==> config.mk <==
export PLATFORM = sky130hd
export DESIGN_NAME = regfile_sb
export DESIGN_NICKNAME = d
export VERILOG_FILES = /design/src/rtl/regfile_pkg.sv /design/src/rtl/regfile_scoreboard.sv /design/src/rtl/regfile_sb.sv
export SDC_FILE = /design/constraint.sdc
export NUM_CORES = 2
export LEC_CHECK = 0
export CAP_MARGIN = 20
export CORE_ASPECT_RATIO = 1.1
export CORE_MARGIN = 10
export CORE_UTILIZATION = 59
export DETAILED_ROUTE_END_ITERATION = 8
export PLACE_DENSITY = 0.85
export SLEW_MARGIN = 20
export SYNTH_ARGS = -nofsm -noshare
export SYNTH_HDL_FRONTEND = slang
export SYNTH_SLANG_ARGS = --single-unit
==> constraint.sdc <==
create_clock -name clk -period 65.7 [get_ports clk]
set_clock_uncertainty 0.2 [all_clocks]
set_input_delay 13.14 -clock clk [delete_from_list [all_inputs] [get_ports clk]]
set_output_delay 13.14 -clock clk [all_outputs]
set_load 0.05 [all_outputs]
==> src/rtl/regfile_pkg.sv <==
// Shared constants and helpers for the scoreboarded register file.
// Holds the default geometry, the hardwired-zero register address and clog2.
// No logic; imported by regfile_scoreboard and regfile_sb.
package regfile_pkg;

  localparam int DEF_WIDTH  = 32;
  localparam int DEF_DEPTH  = 32;
  localparam int DEF_NUM_RD = 2;

  // Register that always reads as zero and is never tracked as busy.
  localparam int REG_ZERO = 0;

  function automatic int clog2(input int n);
    int r;
    r = 0;
    while ((1 << r) < n) r++;
    return r;
  endfunction

endpackage

==> src/rtl/regfile_scoreboard.sv <==
// Per-register busy scoreboard: tracks destinations of issued, not yet written-back instructions.
// Latency: iss_ready and raw_busy are combinational; busy bits, busy_cnt and iss_err update on the next edge.
// Backpressure: an issue to a busy register is refused (iss_ready=0) unless that register is written back this cycle.
// Ports: clk, rst (async high); rd_addr -> raw_busy per read port; wb_en/wb_addr clear busy;
//        iss_valid/iss_addr -> iss_ready, iss_err (registered reject pulse); busy_cnt = popcount of busy.
module regfile_scoreboard
  import regfile_pkg::*;
#(
  parameter int DEPTH  = DEF_DEPTH,
  parameter int NUM_RD = DEF_NUM_RD,
  localparam int AW    = clog2(DEPTH)
) (
  input  logic                 clk,
  input  logic                 rst,
  input  logic [NUM_RD*AW-1:0] rd_addr,
  output logic [NUM_RD-1:0]    raw_busy,
  input  logic                 wb_en,
  input  logic [AW-1:0]        wb_addr,
  input  logic                 iss_valid,
  input  logic [AW-1:0]        iss_addr,
  output logic                 iss_ready,
  output logic                 iss_err,
  output logic [AW:0]          busy_cnt
);

  // Bit 0 has no storage so register 0 can never look busy.
  logic [DEPTH-1:1] busy_q;
  logic [DEPTH-1:0] busy;
  logic [DEPTH-1:0] busy_nxt;
  logic             wb_live;
  logic             set;
  logic             inc;
  logic             dec;
  logic [AW:0]      cnt_nxt;

  assign busy    = {busy_q, 1'b0};
  assign wb_live = wb_en && (wb_addr != AW'(REG_ZERO));

  // A writeback to the same register frees it in time for a back-to-back issue.
  assign iss_ready = iss_valid && ((iss_addr == AW'(REG_ZERO)) || !busy[iss_addr] ||
                                   (wb_en && (wb_addr == iss_addr)));
  assign set = iss_ready && (iss_addr != AW'(REG_ZERO));

  // Count actual bit transitions so the counter tracks popcount exactly:
  // re-setting an already busy bit, or clearing an idle one, changes nothing.
  assign inc = set && !busy[iss_addr];
  assign dec = wb_live && busy[wb_addr] && !(set && (iss_addr == wb_addr));

  always_comb begin
    busy_nxt = busy;
    if (wb_live) busy_nxt[wb_addr] = 1'b0;
    if (set)     busy_nxt[iss_addr] = 1'b1;  // issue wins over same-address writeback
    busy_nxt[0] = 1'b0;
  end

  always_comb begin
    cnt_nxt = busy_cnt;
    if (inc && !dec)      cnt_nxt = busy_cnt + (AW+1)'(1);
    else if (dec && !inc) cnt_nxt = busy_cnt - (AW+1)'(1);
  end

  always_ff @(posedge clk or posedge rst) begin
    if (rst) begin
      busy_q   <= '0;
      busy_cnt <= '0;
      iss_err  <= 1'b0;
    end else begin
      busy_q   <= busy_nxt[DEPTH-1:1];
      busy_cnt <= cnt_nxt;
      iss_err  <= iss_valid && !iss_ready;
    end
  end

  for (genvar k = 0; k < NUM_RD; k++) begin : g_busy
    assign raw_busy[k] = busy[rd_addr[k*AW +: AW]];
  end

endmodule

==> src/rtl/regfile_sb.sv <==
// Parametrised register file (r0 hardwired to zero) with busy scoreboard for RAW/WAW hazard detection.
// Latency: reads combinational; writes visible next cycle (same cycle when REGFILE_BYPASS_EN is defined).
// Backpressure: iss_ready deasserts for an issue to a busy register; iss_err pulses the cycle after a reject.
// Ports: clk, rst (async high); rd_addr/rd_data/rd_busy packed per read port; wb_en/wb_addr/wb_data writeback;
//        iss_valid/iss_addr/iss_ready/iss_err issue handshake; busy_cnt registers currently busy.
// Option: define REGFILE_BYPASS_EN to forward writeback data to same-cycle reads.
module regfile_sb
  import regfile_pkg::*;
#(
  parameter int WIDTH  = DEF_WIDTH,
  parameter int DEPTH  = DEF_DEPTH,
  parameter int NUM_RD = DEF_NUM_RD,
  localparam int AW    = clog2(DEPTH)
) (
  input  logic                    clk,
  input  logic                    rst,
  input  logic [NUM_RD*AW-1:0]    rd_addr,
  output logic [NUM_RD*WIDTH-1:0] rd_data,
  output logic [NUM_RD-1:0]       rd_busy,
  input  logic                    wb_en,
  input  logic [AW-1:0]           wb_addr,
  input  logic [WIDTH-1:0]        wb_data,
  input  logic                    iss_valid,
  input  logic [AW-1:0]           iss_addr,
  output logic                    iss_ready,
  output logic                    iss_err,
  output logic [AW:0]             busy_cnt
);

  logic [WIDTH-1:0]  mem [DEPTH];
  logic [NUM_RD-1:0] raw_busy;

  always_ff @(posedge clk or posedge rst) begin
    if (rst) begin
      for (int i = 0; i < DEPTH; i++) mem[i] <= '0;
    end else if (wb_en && (wb_addr != AW'(REG_ZERO))) begin
      mem[wb_addr] <= wb_data;
    end
  end

  regfile_scoreboard #(
    .DEPTH  (DEPTH),
    .NUM_RD (NUM_RD)
  ) u_sb (
    .clk       (clk),
    .rst       (rst),
    .rd_addr   (rd_addr),
    .raw_busy  (raw_busy),
    .wb_en     (wb_en),
    .wb_addr   (wb_addr),
    .iss_valid (iss_valid),
    .iss_addr  (iss_addr),
    .iss_ready (iss_ready),
    .iss_err   (iss_err),
    .busy_cnt  (busy_cnt)
  );

  for (genvar k = 0; k < NUM_RD; k++) begin : g_rd
    logic [AW-1:0] a;
    logic          fwd;
    assign a = rd_addr[k*AW +: AW];
`ifdef REGFILE_BYPASS_EN
    // r0 is excluded so a discarded write never leaks onto a read.
    assign fwd = wb_en && (wb_addr != AW'(REG_ZERO)) && (a == wb_addr);
`else
    assign fwd = 1'b0;
`endif
    assign rd_data[k*WIDTH +: WIDTH] = (a == AW'(REG_ZERO)) ? '0 :
                                       fwd ? wb_data : mem[a];
    assign rd_busy[k] = raw_busy[k] && !fwd;
  end

endmodule
==> results.yml <==
run_status:
  outcome: "complete, no violations"
sta:
  fmax_mhz: 31.0
  setup-tns-final_ns: 0
  final.period_utilization_pct: 49.1
  rsz0062_at_grt: "false"
  tightest_slew_ns: 1.11
  relSlewSlack_pct: 25.9
  maxSlewViolCount: 0
  hold_viol: 0
  period_minus_slack_ns: 32.24
  setup_viol: 0
clock_network:
  cts.sinks: 1062
  clockBufferDepth: 3
  clkLatencyLatePin_ns: 0.69
  cts_resized: 0
  cts-root-buf: "clkbuf_16"
  clkTransAtPathRegs_ns: 0.06
  cts_tree: "built"
  cts_buffers: 106
  holdBufCountCts: 0
  postCtsSetupRepairBufs: 0
  h-tree-depth: 3
setup_path:
  cp_slowest_cell: "clkdlybuf4s50_1"
  crit_chain: "buf_8 -> buf_4 -> buf_4 -> buf_4 -> nor3_1 -> nor3_2 -> a22oi_1 -> a31oi_1 -> clkdlybuf4s50_1"
  cp_max_fo: 100
  cpPeakStageDelay_ns: 0.95
  path_class: "input port to primary output"
  critPathRequiredTime_ns: 52.36
  cpLargestDelayFamily: "buffers and inverters"
  crit_path_end_kind: "primary output"
  cp.arrival_ns: 18.90
  path_buf_inv: 5
  critPathLaunchType: "input port"
  cp_common_cell: "buf_4"
power:
  p_int_w: 0.00141
  p_sw_share_pct: 28.8
  p_per_area_nw_per_um2: 31.6
  seqPwrFrac_pct: 44.4
  p_switching_w: 0.000571
  clock_power_share_pct: 31.6
  comb_power_share_pct: 24.0
  irDropWorstVdd_mv: 0.0243
  power_leakage_nw: 26.4
global_routing:
  grt_max_degree: 174
  grt_overflow_total: 0
  antenna_found_initial: 9
  grt_pass1_wl_um: 242000
  track_usage_pct: 29.2
  grt_pass1_vias: 37544
yosys:
  synth_ff_type: "dfrtp_1"
  synth_warnings: 0
  synth_top_area_cell: "dfrtp_1"
  syn_nets: 3714
  synth_common_cells: "dfrtp_1, mux2_2, mux4_2, clkbuf_1, nand2_1"
  yosys_register_bits: 1062
  synth_edf_count: 0
  synthArstFlopShare_pct: 100
  synth_top_cells_by_area: "dfrtp_1, mux4_2, mux2_2, clkbuf_1, buf_2"
  synth_area_um2: 57100
  synth_cells: 3652
  syn_area_per_cell_um2: 15.6
  synthMostInstantiatedCell: "dfrtp_1"
  yosysSeqAreaShare_pct: 46.6
  ys_types: 52
  synth_top_area_share_pct: 46.6
placement:
  io_buffers: 129
  post_dp_cell_area_um2: 59100
  gp_congestion: 0.922
  dp_hpwl_um: 88600
  dp.cells: 4706
die:
  ios: 130
  rows: 119
  core_area_um2: 95900
  die_x_um: 317
  die_h_um: 346
  die_area_um2: 110000
  start_util_pct: 59.5
detailed_routing:
  num_vias: 35332
  dr.pass1.iters: 5
  first_iter_violations: 4006
  drtAntennaViolNets: 0
  wl_um: 158000
  vias_per_cell: 7.20
  remaining_drc_errors: 0
  post_drt_wl_per_cell_um: 32.2
final_layout:
  stdcell_count: 4908
  drive_above_1_share_pct: 54.3
  num-fill-cells: 6363
  fin_nets: 3606
  fin_area_um2: 62600
  syn_to_final_growth_pct: 9.75
flow_run:
  maxCapViolCount: 0
hold_path:
  hold_path.class: "register to register"
## power groups by stage
stage	clock [W]	sequential, W	combinational (W)
after detailed placement	0	0.000886	0.000472
after global placement	0	0.000874	0.000458
after floorplan	0	0.000861	0.000368
after CTS	0.000630	0.000876	0.000475
after global routing	0.000656	0.000894	0.000503
final	0.000625	0.000879	0.000475
## path summary, 6_finish.rpt
check	start	endpoint	slack, ns	depth (start not counted)
setup / recovery	rd_addr[6]	rd_data[39]	33.46	9
hold / removal	mem[1012]	mem[1012]	0.18	0
setup reg to reg	u_sb.busy_q[29]	u_sb.busy_cnt[5]	61.03	13
hold reg to reg	mem[1012]	mem[1012]	0.18	0
max in group asynchronous	rst	mem[2]	48.47	6
min in group asynchronous	rst	mem[897]	12.78	2
## layer usage
layer  share of wire, %  vias to the layer above  track usage [%]  wire [um]
met5              0.032                        -                0         51
met4                5.1                        8             13.6       8070
met3                9.1                      498             6.32      14400
met2                 48                     1835             45.8      76400
met1                 37                    19122             38.8      59300
li1                   -                    13869                -          -
## sequential cells by signal, indices dropped and copies added, names as in the netlist
name and flops:
u_sb.busy_q 31, u_sb.busy_cnt 6, mem 1024, u_sb.iss_err 1
## layout by cell type (no fill, tap or decap), types with 9 or more instances in the layout
master,count
a21oi_1,16
a22o_1,9
a22oi_1,22
a31oi_1,14
buf_4,69
clkbuf_1,26
clkbuf_16,106
clkbuf_8,26
clkdlybuf4s50_1,115
clkinv_2,20
dfrtp_1,1062
inv_1,57
mux2_2,1017
mux2i_1,14
mux4_2,647
nand2_1,82
nand2_2,11
nand2b_1,9
nor2_1,74
nor2b_1,20
nor3_2,10
o21ai_0,64
o31ai_1,20
## worst register-to-register path: cells and delay by family (launching register included)
kind | cells | cell delay [ns]
AO/OA/AOI/OAI | 3 | 0.76
multiplexers | 1 | 0.49
flip-flops | 1 | 0.42
AND/OR/NAND/NOR | 5 | 1.80
XOR/XNOR | 1 | 0.14
buffers and inverters | 1 | 0.16
adder cells (fa/ha/maj) | 2 | 0.63
## stage by stage
stage	setup WS, ns	total power, W	utilization, %	hold WS, ns
after global routing	33.33	0.00205	65.3	0.186
after global placement	33.45	0.00133	61.6	0.161
after detailed placement	33.53	0.00136	61.6	0.164
final	33.46	0.00198	65.3	0.177
after floorplan	22.47	0.00123	-	0.225
after CTS	33.50	0.00198	65.3	0.177
## cell type report
class | count | area (um^2) | share of cell area, %
Clock buffer | 158 | 3110 | 4.96
Timing Repair Buffer | 202 | 1880 | 3.01
Tap cell | 1270 | 1590 | 2.54
Antenna cell | 6 | 15.0 | 0.0240
Sequential cell | 1062 | 26600 | 42.4
Clock inverter | 38 | 468 | 0.747
Multi-Input combinational cell | 2113 | 28800 | 45.9
Inverter | 59 | 229 | 0.366
## cell families (layout without fill, tap and decap cells)
kind of cell    Yosys count  after routing  share of synthesized area [%]
simple gates            251            251                           2.00
compound gates          168            168                           1.96
buf+inv                 477            457                           3.35
mux                    1678           1678                           45.8
fa+ha+maj                 6              6                          0.145
other cells               0              6                              0
xor+xnor                 10             10                          0.153
flops                  1062           1062                           46.6
Note: power is estimated with default switching activity, not from simulation.
